### config.mk
export PLATFORM = sky130hd
export DESIGN_NAME = psl_job_mmio_master
export DESIGN_NICKNAME = d
export VERILOG_FILES = /design/src/rtl/psl_ctl_pkg.sv /design/src/rtl/psl_timeout_counter.sv /design/src/rtl/psl_job_mmio_master.sv
export SDC_FILE = /design/constraint.sdc
export NUM_CORES = 1
export LEC_CHECK = 0
export ABC_CLOCK_PERIOD_IN_PS = 4600
export CELL_PAD_IN_SITES_DETAIL_PLACEMENT = 1
export CELL_PAD_IN_SITES_GLOBAL_PLACEMENT = 1
export CORE_MARGIN = 8
export CORE_UTILIZATION = 31
export DETAILED_ROUTE_END_ITERATION = 16
export GPL_TIMING_DRIVEN = 0
export PLACE_DENSITY_LB_ADDON = 0.08
export SLEW_MARGIN = 20
export SYNTH_ARGS = -nofsm -noshare
export SYNTH_HDL_FRONTEND = slang
export SYNTH_HIERARCHICAL = 1
export SYNTH_SLANG_ARGS = --single-unit
### constraint.sdc
create_clock -name ha_pclock -period 4.6 [get_ports ha_pclock]
set_clock_uncertainty 0.05 [all_clocks]
set_input_delay 0.46 -clock ha_pclock [delete_from_list [all_inputs] [get_ports ha_pclock]]
set_output_delay 0.46 -clock ha_pclock [all_outputs]
set_load 0.05 [all_outputs]
### src/rtl/psl_ctl_pkg.sv
// PSL control package: job commands,
// controller states and parity helper.
package psl_ctl_pkg;

  localparam logic [7:0] JCOM_RESET = 8'h80;
  localparam logic [7:0] JCOM_START = 8'h90;

  typedef enum logic [2:0] {
    S_IDLE,
    S_JRESET,
    S_JRESET_WAIT,
    S_JSTART,
    S_RUNNING,
    S_MM_WAIT
  } state_e;

  // Odd parity; narrower fields are zero-extended,
  // which leaves the parity unchanged.
  function automatic logic odd_par(
    input logic [63:0] v
  );
    return ~^v;
  endfunction

endpackage

### src/rtl/psl_timeout_counter.sv
// Saturating wait counter shared by the
// job-reset and MMIO wait states.
module psl_timeout_counter #(
  parameter int CNT_W = 16
) (
  input  logic             clk,
  input  logic             reset,
  input  logic             clear,
  input  logic             enable,
  input  logic [CNT_W-1:0] limit,
  output logic             expired
);

  localparam int W1 = CNT_W + 1;

  logic [CNT_W-1:0] r_cnt;
  logic [W1-1:0]    w_next_cnt;

  assign w_next_cnt = {1'b0, r_cnt} + W1'(1);

  // Expired on the cycle whose count reaches limit.
  assign expired = enable &&
                   (w_next_cnt >= {1'b0, limit});

  // Count waiting cycles, restart on state entry.
  always_ff @(posedge clk) begin
    if (reset || clear) begin
      r_cnt <= '0;
    end else if (enable && (r_cnt != '1)) begin
      r_cnt <= r_cnt + CNT_W'(1);
    end
  end

endmodule

### src/rtl/psl_job_mmio_master.sv
// Host-side job control and single-shot
// MMIO initiator toward the AFU.
module psl_job_mmio_master
  import psl_ctl_pkg::*;
#(
  parameter int TIMEOUT_CYCLES = 1024,
  parameter int CNT_W          = 16
) (
  input  logic        ha_pclock,
  input  logic        reset,
  input  logic        start_req,
  input  logic [0:63] start_ea,
  input  logic        mm_req_valid,
  output logic        mm_req_ready,
  input  logic        mm_req_rnw,
  input  logic        mm_req_dw,
  input  logic        mm_req_cfg,
  input  logic [0:23] mm_req_ad,
  input  logic [0:63] mm_req_data,
  output logic        mm_rsp_valid,
  output logic [0:63] mm_rsp_data,
  output logic        mm_rsp_timeout,
  output logic        mm_rsp_parerr,
  output logic        job_running,
  output logic        job_done,
  output logic        job_timeout,
  output logic        ha_jval,
  output logic [0:7]  ha_jcom,
  output logic        ha_jcompar,
  output logic [0:63] ha_jea,
  output logic        ha_jeapar,
  input  logic        ah_jrunning,
  input  logic        ah_jdone,
  output logic        ha_mmval,
  output logic        ha_mmcfg,
  output logic        ha_mmrnw,
  output logic        ha_mmdw,
  output logic [0:23] ha_mmad,
  output logic        ha_mmadpar,
  output logic [0:63] ha_mmdata,
  output logic        ha_mmdatapar,
  input  logic        ah_mmack,
  input  logic [0:63] ah_mmdata,
  input  logic        ah_mmdatapar
);

  state_e      r_state, w_next;
  logic        r_mmval, r_mmcfg;
  logic        r_mmrnw, r_mmdw;
  logic [0:23] r_mmad;
  logic        r_mmadpar;
  logic [0:63] r_mmdata;
  logic        r_mmdatapar;
  logic        r_ret_run, r_jpend;
  logic        r_rsp_valid, r_rsp_to;
  logic        r_rsp_par;
  logic [0:63] r_rsp_data;
  logic        r_done, r_to;
  logic [0:63] r_ea;
  logic        w_ready, w_accept, w_exp;
  logic        w_set_done, w_set_to;
  logic        w_rsp, w_rsp_to;
  logic        w_end_job, w_wait;
  state_e      w_ret;
  logic        w_unused;

  assign w_unused = ah_jrunning;

  assign w_ready = !reset &&
    ((r_state == S_IDLE && !start_req) ||
     r_state == S_RUNNING);
  assign w_accept = mm_req_valid && w_ready;
  assign w_wait = (r_state == S_JRESET_WAIT) ||
                  (r_state == S_MM_WAIT);
  assign w_end_job = r_ret_run &&
                     (r_jpend || ah_jdone);
  assign w_ret = w_end_job ? S_IDLE :
                 (r_ret_run ? S_RUNNING : S_IDLE);

  psl_timeout_counter #(
    .CNT_W(CNT_W)
  ) u_tmo (
    .clk    (ha_pclock),
    .reset  (reset),
    .clear  (w_next != r_state),
    .enable (w_wait),
    .limit  (CNT_W'(TIMEOUT_CYCLES)),
    .expired(w_exp)
  );

  // State register.
  always_ff @(posedge ha_pclock) begin
    if (reset) r_state <= S_IDLE;
    else       r_state <= w_next;
  end

  // Next-state and event decode.
  always_comb begin
    w_next     = r_state;
    w_set_done = 1'b0;
    w_set_to   = 1'b0;
    w_rsp      = 1'b0;
    w_rsp_to   = 1'b0;
    unique case (r_state)
      S_IDLE: begin
        if (start_req)     w_next = S_JRESET;
        else if (w_accept) w_next = S_MM_WAIT;
      end
      S_JRESET: w_next = S_JRESET_WAIT;
      S_JRESET_WAIT: begin
        if (ah_jdone) begin
          w_next = S_JSTART;
        end else if (w_exp) begin
          w_next   = S_IDLE;
          w_set_to = 1'b1;
        end
      end
      S_JSTART: w_next = S_RUNNING;
      S_RUNNING: begin
        if (w_accept) begin
          w_next = S_MM_WAIT;
        end else if (ah_jdone) begin
          w_next     = S_IDLE;
          w_set_done = 1'b1;
        end
      end
      S_MM_WAIT: begin
        if (ah_mmack || w_exp) begin
          w_rsp      = 1'b1;
          w_rsp_to   = !ah_mmack;
          w_next     = w_ret;
          w_set_done = w_end_job;
        end
      end
      default: w_next = S_IDLE;
    endcase
  end

  // Request latch, response and sticky flags.
  always_ff @(posedge ha_pclock) begin
    if (reset) begin
      r_mmval     <= 1'b0;
      r_mmcfg     <= 1'b0;
      r_mmrnw     <= 1'b0;
      r_mmdw      <= 1'b0;
      r_mmad      <= '0;
      r_mmadpar   <= 1'b0;
      r_mmdata    <= '0;
      r_mmdatapar <= 1'b0;
      r_ret_run   <= 1'b0;
      r_jpend     <= 1'b0;
      r_rsp_valid <= 1'b0;
      r_rsp_to    <= 1'b0;
      r_rsp_par   <= 1'b0;
      r_rsp_data  <= '0;
      r_done      <= 1'b0;
      r_to        <= 1'b0;
      r_ea        <= '0;
    end else begin
      r_mmval <= w_accept;
      if (w_accept) begin
        r_mmcfg     <= mm_req_cfg;
        r_mmrnw     <= mm_req_rnw;
        r_mmdw      <= mm_req_dw;
        r_mmad      <= mm_req_ad;
        r_mmadpar   <= odd_par(64'(mm_req_ad));
        r_mmdata    <= mm_req_data;
        r_mmdatapar <= odd_par(64'(mm_req_data));
        r_ret_run   <= (r_state == S_RUNNING);
        r_jpend     <= (r_state == S_RUNNING) &&
                       ah_jdone;
      end else if (r_state == S_MM_WAIT &&
                   ah_jdone) begin
        r_jpend <= 1'b1;
      end
      r_rsp_valid <= w_rsp;
      r_rsp_to    <= w_rsp_to;
      r_rsp_data  <= (ah_mmack && w_rsp && r_mmrnw) ?
                     ah_mmdata : '0;
      r_rsp_par   <= ah_mmack && w_rsp && r_mmrnw &&
        (ah_mmdatapar != odd_par(64'(ah_mmdata)));
      if (r_state == S_IDLE && start_req) begin
        r_done <= 1'b0;
        r_to   <= 1'b0;
        r_ea   <= start_ea;
      end
      if (w_set_done) r_done <= 1'b1;
      if (w_set_to)   r_to   <= 1'b1;
    end
  end

  assign mm_req_ready   = w_ready;
  assign mm_rsp_valid   = r_rsp_valid;
  assign mm_rsp_data    = r_rsp_data;
  assign mm_rsp_timeout = r_rsp_to;
  assign mm_rsp_parerr  = r_rsp_par;
  assign job_running    = (r_state == S_RUNNING);
  assign job_done       = r_done;
  assign job_timeout    = r_to;

  assign ha_jval = (r_state == S_JRESET) ||
                   (r_state == S_JSTART);
  assign ha_jcom =
    (r_state == S_JRESET) ? JCOM_RESET :
    (r_state == S_JSTART) ? JCOM_START : 8'h00;
  assign ha_jea = (r_state == S_JSTART) ? r_ea : '0;
  assign ha_jcompar = ha_jval &&
                      odd_par(64'(ha_jcom));
  assign ha_jeapar  = ha_jval &&
                      odd_par(64'(ha_jea));

  assign ha_mmval     = r_mmval;
  assign ha_mmcfg     = r_mmcfg;
  assign ha_mmrnw     = r_mmrnw;
  assign ha_mmdw      = r_mmdw;
  assign ha_mmad      = r_mmad;
  assign ha_mmadpar   = r_mmadpar;
  assign ha_mmdata    = r_mmdata;
  assign ha_mmdatapar = r_mmdatapar;

endmodule

* Word level (Yosys, flattened, before mapping)
Index checks and enable logic that the tools add are counted.
** Cells by class
- Add/sub/neg operators :: 2
- Magnitude comparators :: 1
- Equal/unequal tests :: 8
- Multiplexer cells :: 27
- Bitwise operators :: 3
- Reduce and logical (&&, ||, !) cells :: 34
** Operators with widths (number)
- 64-bit XNOR reduction :: 5
- 64-bit two-way mux :: 1
- 3-bit two-way mux :: 9
- 3-bit case mux with 6 select lines :: 1
- 16-bit by 1-bit adder with 17-bit output (second input constant) :: 1
- 17-bit by 11-bit greater-or-equal comparator with 1-bit output (second input constant) :: 1
- 16-bit by 1-bit adder with 16-bit output (second input constant) :: 1
- 8-bit two-way mux :: 2
- 16-bit != test (second input constant) :: 1
- 1-bit logical AND :: 14
- 1-bit two-way mux :: 13
- 3-bit by 2-bit equality test with 1-bit output (second input constant) :: 2
- 3-bit equality test (second input constant) :: 2
- 1-bit logical OR :: 6
- 2-bit nonzero test :: 3
- 3-bit by 1-bit equality test with 1-bit output (second input constant) :: 1
- 1-bit zero test :: 3
- 3-bit zero test :: 1
- 3-bit != test :: 1
- 1-bit inverter :: 3
- 3-bit OR reduction :: 1
- 1-bit case mux with 2 select lines :: 1
- 2-bit OR reduction :: 1
- 1-bit != test :: 1
** Storage, ports and cells
- Register bits after elaboration :: 248
- Input bits :: 227
- Output and inout port bits :: 240
- Word-level logic and storage cells :: 94

* Depth between registers and ports, before layout
Gate-level depths: netlist of run 1.
- Depth in word-level cells :: 10
- Gate-level depth with buffers :: 21
- Mapped depth without buffers :: 19

* Modules after synthesis
The synthesis of run 1 kept the hierarchy.
** Modules (own cells, without submodules)
- psl_job_mmio_master :: times used 1, cells an instance 1178, area each 10157.2 um2, sequential area each 4644.5 um2
- psl_timeout_counter :: times used 1, cells an instance 171, area each 1338.8 um2, sequential area each 320.3 um2

* Worst setup path after synthesis of run 1
No wires, ideal clock.
- Path type :: flip-flop to flip-flop
- From :: register u_tmo.r_cnt[0]
- To :: register u_tmo.r_cnt[10]
- Library setup time :: 128 ps
- Arrival :: 3737 ps
- Required time :: 4422 ps
- Setup slack :: 685 ps
- Stages on the path, launching flop included :: 21
- Path through :: dfxtp_1 -> ha_1 -> and4_1 -> and3_1 -> xor2_1 -> ha_1 -> nand2_1 -> o211ai_1 -> a31oi_1 -> nor4_1 -> a22o_1 -> o21ai_0 -> a21oi_1 -> nor4b_1 -> nor3_1 -> mux2_2 -> a21boi_1 -> or2_2 -> buf_1 -> clkbuf_1 -> nor2_1
** On the way
- Word-level cells in the longest chain between the ends :: 8
** Ends and longest elaborated chain
- from (decl) :: RTL line psl_timeout_counter.sv:16 : logic [CNT_W-1:0] r_cnt;
- from (signal assigned) :: RTL line psl_timeout_counter.sv:30 : r_cnt <= r_cnt + CNT_W'(1);
- 16-bit by 1-bit adder with 17-bit output (*) :: RTL line psl_timeout_counter.sv:19 : assign w_next_cnt = {1'b0, r_cnt} + W1'(1);
- net u_tmo.w_next_cnt[8] :: RTL line psl_timeout_counter.sv:17 : logic [W1-1:0] w_next_cnt;
- 17-bit by 11-bit greater-or-equal comparator with 1-bit output (*) :: RTL line psl_timeout_counter.sv:23 : (w_next_cnt >= {1'b0, limit});
- 1-bit logical AND (*) :: RTL line psl_timeout_counter.sv:22 : assign expired = enable &&
- net w_exp :: RTL line psl_job_mmio_master.sv:60 : logic w_ready, w_accept, w_exp;
- 3-bit two-way mux / 1-bit logical OR (equally long branches) :: RTL line psl_job_mmio_master.sv:113, psl_job_mmio_master.sv:128
- 3-bit two-way mux, on equally long branches :: RTL line psl_job_mmio_master.sv:111, psl_job_mmio_master.sv:128
- 3-bit case mux with 6 select lines (*) :: RTL line psl_job_mmio_master.sv:104 : unique case (r_state)
- 3-bit != test (*) :: RTL line psl_job_mmio_master.sv:85 : .clear (w_next != r_state),
- 1-bit logical OR (*) :: RTL line psl_timeout_counter.sv:27 : if (reset || clear) begin
The timed path passes the listed nets; every way through them passes the cells marked *.
A chain may end at the register's enable or synchronous reset.

* Final worst setup path of run 1
- From :: register u_tmo.r_cnt[0]
- To :: register u_tmo.r_cnt[13]
The elaborated chain is that of the path after synthesis.

==> results.tsv, run 1 <==
stage	metric	value	unit
status	outcome	complete, no violations	
power	p_sw	2.03	mW
power	pwr_density_cell	365	nW/um^2
finish	fill_cells	4351	
critical_path	crit_chain	ha_2, and4_1, and3_1, xor2_1, ha_1, nand2_1, o211ai_1, a31oi_1, nor4_1, a22o_2, o21ai_0, a21oi_1, nor4b_1, nor3_1, mux2_2, a21boi_1, or2_2, clkbuf_4, nor2_1	
synth	yosysMostFrequentCell	nand2_1	
power	swShare	31.4	%
worst_hold_path	holdPathEnd	ha_mmcfg	
timing	period_minus_slack	4300	ps
routing	drc	0	
cts	max-clock-path-buffers	3	
die	io_pins	467	
routing	ant_nets	0	
global_routing	grt_use_total	20.8	%
critical_path	worst_ep_required_time	5050	ps
worst_hold_path	hp-class	in2reg	
critical_path	rr_worst_depth	19	
critical_path	r2r-end	u_tmo/r_cnt[13]	
synth	synth-seq-area-share	43.2	%
power	p_clk_share	35.0	%
routing	dr.pass1.iters	4	
placed_design	post-dp-hpwl	37700	um
global_routing	grt_pass1_vias	11829	
die	rows	70	
cts	clk_pin_slew	60	ps
synth	yosysTopAreaCell	dfxtp_1	
timing	max_freq	233	MHz
timing	maxSlewViolCount	0	
finish	drive_gt1_share	3.89	%
cts	cts_tree	done	
timing	setup_slack	303	ps
cts	cts.sinks	248	
finish	final_core_util	48.3	%
critical_path	critPathMaxStageDelay	410	ps
power	finalPower	6.46	mW
synth	yosys.cell_types.count	47	
synth	avgSynthCellArea	8.52	sq um
synth	synth_top_area_share	43.2	%
cts	root_buffer	clkbuf_16	
power	pwr-share-seq	36.4	%
placed_design	io_buffer_count	459	
synth	ys_async_sr_fraction	0	%
worst_hold_path	hold_depth	3	
cts	cts_setup_buffers	0	
routing	via_per_inst	4.62	
global_routing	grt_max_degree	17	
critical_path	slowest_stage	dfxtp_1	
die	fp.dieW	209	um
power	pwr-share-comb	28.6	%
cts	htreeDepth	1	
synth	synth_area_leaders	dfxtp_1 (43%), xnor2_1 (15%), nand2_1 (11%), nand3b_1 (6.0%), and3_1 (3.9%)	
critical_path	end_kind	flip-flop	
placed_design	gp_congestion	0.818	
power	vdd_drop_max	310	uV
die	core_area	36600	sq um
critical_path	ff2ff_setup_slack	300	ps
critical_path	crit_path_max_fanout	10	
synth	synthCells	1349	
timing	finalCritPeriodShare	93.4	%
placed_design	pre_cts_ws	-275	ps
die	die_area	43500	sq um
critical_path	start_kind	flip-flop	
cts	insertion_delay	570	ps
timing	setup_viol	0	
timing	max_slew_margin	50.0	%
worst_hold_path	holdCritStartpoint	mm_req_cfg	
global_routing	grt_pass1_wl	71000	um
synth	yosys-top-cells-count	nand2_1 (328), dfxtp_1 (248), xnor2_1 (194), nand3b_1 (92), a21oi_1 (79)	
timing	tightest_slew	748	ps
routing	wirelength	46900	um
die	floorplan.initialDensity	31.4	%
timing	report.final.hold_viol_count	0	
critical_path	arrival	4750	ps
critical_path	worstSetupPathType	reg2reg	
timing	rsz0062_at_grt	no	
power	leakage	7.06	nW
cts	numCtsBuffers	31	
global_routing	antenna_found_initial	14	
finish	final_nets	2104	
synth	synth_ff_type	dfxtp_1	
critical_path	cp_num_buf_inv	1	
finish	syn2layout_area_growth	53.9	%
job	drv_cap	0	
die	die_y	209	um
synth	yosys_warnings	6	
timing	finalSetupTns	0	ps
critical_path	reg2reg_from	u_tmo/r_cnt[0]	
synth	ys_ff_latch	248	
power	power.internal	4.43	mW
synth	synth_area	11500	sq um
routing	vias	10872	
global_routing	gr-total-overflow	0	
routing	drt_iter0_drc	335	
critical_path	cp_top_family	simple AND/OR/NAND/NOR gates	
routing	wire_per_inst	19.9	um
synth	synth-edff-count	0	
-- layer usage --
metal  up-vias  wire length [um]  global-route usage, %
met4        16              1540                   6.46
met3        81              4280                   8.58
met2       295             23100                   36.9
met1      5133             17900                   22.3
li1       5347                 -                      -
met5         -               103                      0
-- state kept, by name, summed over array words and instances, names as in the netlist --
signal and flops:
ha_mmad 24, ha_mmadpar 1, ha_mmcfg 1, ha_mmdata 64
ha_mmdatapar 1, ha_mmdw 1, ha_mmrnw 1, ha_mmval 1
job_done 1, job_timeout 1, mm_rsp_data 64, mm_rsp_parerr 1
mm_rsp_timeout 1, mm_rsp_valid 1, r_ea 64, r_jpend 1
r_ret_run 1, r_state 3, u_tmo/r_cnt 16
-- cells by family after synthesis --
family	count (synthesis)	synth area share [%]
AO/OA/AOI/OAI	99	4.57
AND/OR/NAND/NOR	632	27.8
multiplexers	1	0.0979
other	2	0.0653
flip-flops	248	43.2
XOR/XNOR	240	18.4
adder cells (fa/ha/maj)	17	1.85
buffers and inverters	110	4.04
-- stage by stage --
step | cell area [sq um] | hold WS, ps | instances
floorplan | 11600 | 395 | 1369
global placement | 16800 | 409 | 2296
detailed placement | 16800 | 413 | 2296
CTS | 17700 | 341 | 2347
global route | 17700 | 368 | 2350
finish | 17700 | 374 | 2352
-- tightest hold or removal path, stage by stage --
cell	delay, ps
clkdlybuf4s50_1	400
nand2_1	60
nand2_1	40
-- cell type report --
| cell class | count | area [sq um] | share of cell area, % |
|---|---|---|---|
| repair buffers | 459 | 4590 | 26.0 |
| plain buffers | 91 | 397 | 2.24 |
| diodes | 6 | 15.0 | 0.0849 |
| well taps | 468 | 586 | 3.31 |
| multi-input cells | 1011 | 6150 | 34.7 |
| clock buffers | 46 | 882 | 4.99 |
| inverters | 18 | 67.6 | 0.382 |
| clock inverters | 5 | 40.0 | 0.226 |
| flip-flops and latches | 248 | 4960 | 28.1 |
-- how the worst max path moves through the flow --
stage | startpoint | to | slack, ps | cells past startpoint
2_1_floorplan | u_tmo/r_cnt[0] | u_tmo/r_cnt[10] | 690 | 20
3_3_place_gp | u_tmo/r_cnt[0] | u_tmo/r_cnt[14] | -200 | 20
3_5_place_dp | u_tmo/r_cnt[4] | u_tmo/r_cnt[12] | -280 | 20
4_1_cts | u_tmo/r_cnt[0] | u_tmo/r_cnt[14] | 9 | 20
5_1_grt | u_tmo/r_cnt[0] | u_tmo/r_cnt[13] | 9 | 19
6_report | u_tmo/r_cnt[0] | u_tmo/r_cnt[13] | 300 | 19
-- cell usage in the layout (no fill, tap or decap), drive strengths merged, types with 8 or more instances in the layout --
cell type | Yosys | final
inv | 18 | 19
dfxtp | 248 | 248
clkdlybuf4s50 | 0 | 459
clkbuf | 63 | 109
o21ai | 8 | 8
xnor2 | 194 | 194
and3 | 71 | 71
buf | 29 | 28
nor2 | 22 | 22
conb | 2 | 22
nand3b | 92 | 92
a21oi | 79 | 79
xor2 | 45 | 45
nand4 | 8 | 8
ha | 17 | 17
nand2 | 328 | 328
and2 | 70 | 70
nand3 | 17 | 17
-- what timing repair did --
item,in CTS,in global routing
resized for setup,3,2
hold buffers,0,0
endpoints found under the setup margin,10,15
-- power by group through the flow --
stage,logic (mW),registers [mW],clock network (mW)
6_report,1.84,2.35,2.26
5_1_grt,2.00,2.37,2.42
4_1_cts,1.88,2.35,2.33
3_5_place_dp,1.87,2.40,0
3_3_place_gp,1.84,2.39,0
2_1_floorplan,1.00,2.61,0
Note: power is estimated with default switching activity, not from simulation.
==> run 2, diff against run 1 <==
--- a/config.mk
+++ b/config.mk
@@ -8,11 +8,11 @@
 export ABC_CLOCK_PERIOD_IN_PS = 4600
 export CELL_PAD_IN_SITES_DETAIL_PLACEMENT = 1
 export CELL_PAD_IN_SITES_GLOBAL_PLACEMENT = 1
-export CORE_MARGIN = 8
+export CORE_MARGIN = 2
 export CORE_UTILIZATION = 31
 export DETAILED_ROUTE_END_ITERATION = 16
 export GPL_TIMING_DRIVEN = 0
-export PLACE_DENSITY_LB_ADDON = 0.08
+export PLACE_DENSITY = 0.89
 export SLEW_MARGIN = 20
 export SYNTH_ARGS = -nofsm -noshare
 export SYNTH_HDL_FRONTEND = slang
==> results.tsv, run 2 (same netlist as run 1, synthesis figures left out) <==
stage	metric	value	unit
status	outcome	complete, no violations	
critical_path	start_kind	flip-flop	
timing	max_freq	233	MHz
critical_path	crit_chain	buf_2, nand2_1, nor2_2, nand2_1, xnor2_1, ha_1, nand2_1, o211ai_1, a31oi_2, nor4_2, a22o_1, o21ai_0, a21oi_1, nor4b_1, nor3_1, mux2_2, a21boi_1, or2_4, clkbuf_4, nor2_1	
die	io_pins	467	
critical_path	cp_common_cell	nand2_1	
job	drv_cap	0	
cts	cts.sinks	248	
critical_path	worstSetupPathType	reg2reg	
die	die_area	38600	sq um
critical_path	crit_path_max_fanout	10	
routing	drc	0	
cts	insertion_delay	550	ps
finish	final_core_util	48.5	%
finish	final_common_cell	clkdlybuf4s50_1	
critical_path	cp_top_family	simple AND/OR/NAND/NOR gates	
global_routing	antenna_found_initial	2	
routing	via_per_inst	4.88	
finish	final_area	17700	sq um
finish	multi_input_area	6180	sq um
critical_path	cp_num_buf_inv	2	
routing	vias	11475	
power	finalPower	6.52	mW
cts	htreeDepth	1	
global_routing	gr-total-overflow	0	
global_routing	grt_use_total	24.6	%
critical_path	worst_ep_required_time	4990	ps
cts	max-clock-path-buffers	3	
worst_hold_path	hp-class	in2reg	
die	rows	70	
finish	fill_cells	4212	
routing	wirelength	49500	um
routing	ant_nets	0	
timing	finalCritPeriodShare	93.1	%
placed_design	dp.cells	2296	
die	floorplan.initialDensity	31.5	%
critical_path	end_kind	flip-flop	
critical_path	arrival	4680	ps
finish	layoutNonFillerInstCount	2351	
routing	drt_iter0_drc	360	
placed_design	gp_congestion	0.885	
timing	max_slew_margin	35.6	%
routing	wire_per_inst	21.0	um
power	pwr_density_cell	368	nW/um^2
routing	dr.pass1.iters	5	
timing	report.final.hold_viol_count	0	
cts	clk_pin_slew	60	ps
critical_path	critPathMaxStageDelay	390	ps
finish	mostFrequentLayoutCells	clkdlybuf4s50_1 (459), nand2_1 (328), dfxtp_1 (247)	
timing	tightest_slew	966	ps
timing	period_minus_slack	4280	ps
timing	rsz0062_at_grt	no	
critical_path	slowest_stage	mux2_2	
finish	regArea	4970	sq um
finish	drive_gt1_share	4.62	%
global_routing	grt_pass1_wl	73400	um
die	fp.dieW	197	um
die	core_area	36500	sq um
power	vdd_drop_max	283	uV
cts	root_buffer	clkbuf_16	
finish	final_nets	2105	
placed_design	post-dp-hpwl	38500	um
power	leakage	7.10	nW
timing	maxSlewViolCount	0	
global_routing	grt_max_degree	15	
die	die_y	197	um
placed_design	placed_cell_area	16800	sq um
cts	numCtsBuffers	29	
cts	cts_tree	done	
timing	finalSetupTns	0	ps
timing	setup_viol	0	
global_routing	grt_pass1_vias	12736	
finish	syn2layout_area_growth	54.2	%
placed_design	io_buffer_count	459	
## run 2: cell types whose count changed in the layout (fill, tap and decap cells not counted), moves of 2 or more
cell        change
clkbuf_16       -2
nor4_1          -2
buf_4           +3
inv_6           +2
clkbuf_1        -7
diode_2         -5
clkinvlp_4      +2
clkinv_2        +4
clkbuf_8        +2
## run 2: metrics by stage
step	setup slack [ps]	hold WS, ps
6_report	315	401
5_1_grt	1.96	416
4_1_cts	110	372
3_5_place_dp	-319	414
3_3_place_gp	-23.8	407
2_1_floorplan	685	395
## run 2: power breakdown
| part | switching [mW] | total [mW] | internal (mW) | leakage (nW) |
|---|---|---|---|---|
| registers | 0.0929 | 2.36 | 2.27 | 2.02 |
| clock network | 0.973 | 2.24 | 1.27 | 0.456 |
| logic | 1.06 | 1.92 | 0.851 | 4.62 |
## run 2: layout make-up
type	instances	share of cell area, %
multi-input cells	1011	34.8
clock inverters	13	0.459
plain buffers	91	2.24
diodes	1	0.0141
well taps	468	3.30
flip-flops and latches	248	28.0
repair buffers	462	26.0
inverters	18	0.381
clock buffers	39	4.70
## run 2: worst min-delay path, cell delays in order
cell,delay [ps]
clkdlybuf4s50_1,400
nand2_1,60
nand2_1,40
## run 2: final timing paths
path | start | endpoint | slack, ps | cells past startpoint
max | u_tmo/r_cnt[2] | u_tmo/r_cnt[5] | 320 | 20
min | mm_req_dw | ha_mmdw | 400 | 3
max reg2reg | u_tmo/r_cnt[2] | u_tmo/r_cnt[5] | 320 | 20
min reg2reg | ha_mmad[23] | ha_mmad[23] | 430 | 2
## run 2: timing repair
item	CTS	global route
resized for setup	2	9
buffers inserted	0	3
setup endpoints to repair	10	10
cloned	0	0
hold buffers	0	0
pin swaps	0	3
## run 2: routing by layer
metal  global-route usage [%]  vias up  wire length, um
met5                        0        -                0
met4                     12.3        0             2820
met3                     6.81      122             3590
met2                     47.2      443            25700
met1                     24.1     5569            17400
li1                         -     5341                -
==> run 3, diff against run 2 <==
==> constraint.sdc (replaced) <==
create_clock -name ha_pclock -period 4.6 [get_ports ha_pclock]
set_clock_uncertainty 0.05 [all_clocks]
set_input_delay 0.46 -clock ha_pclock [delete_from_list [all_inputs] [get_ports ha_pclock]]
set_output_delay 0.46 -clock ha_pclock [all_outputs]
set_load 0.1 [all_outputs]
==> results of run 3 <==
The final DEF is identical to that of run 2. Status: complete, no violations.
Among the figures that moved: total power 6.52 mW -> 6.81 mW; worst IR drop on VDD 283 uV -> 284 uV
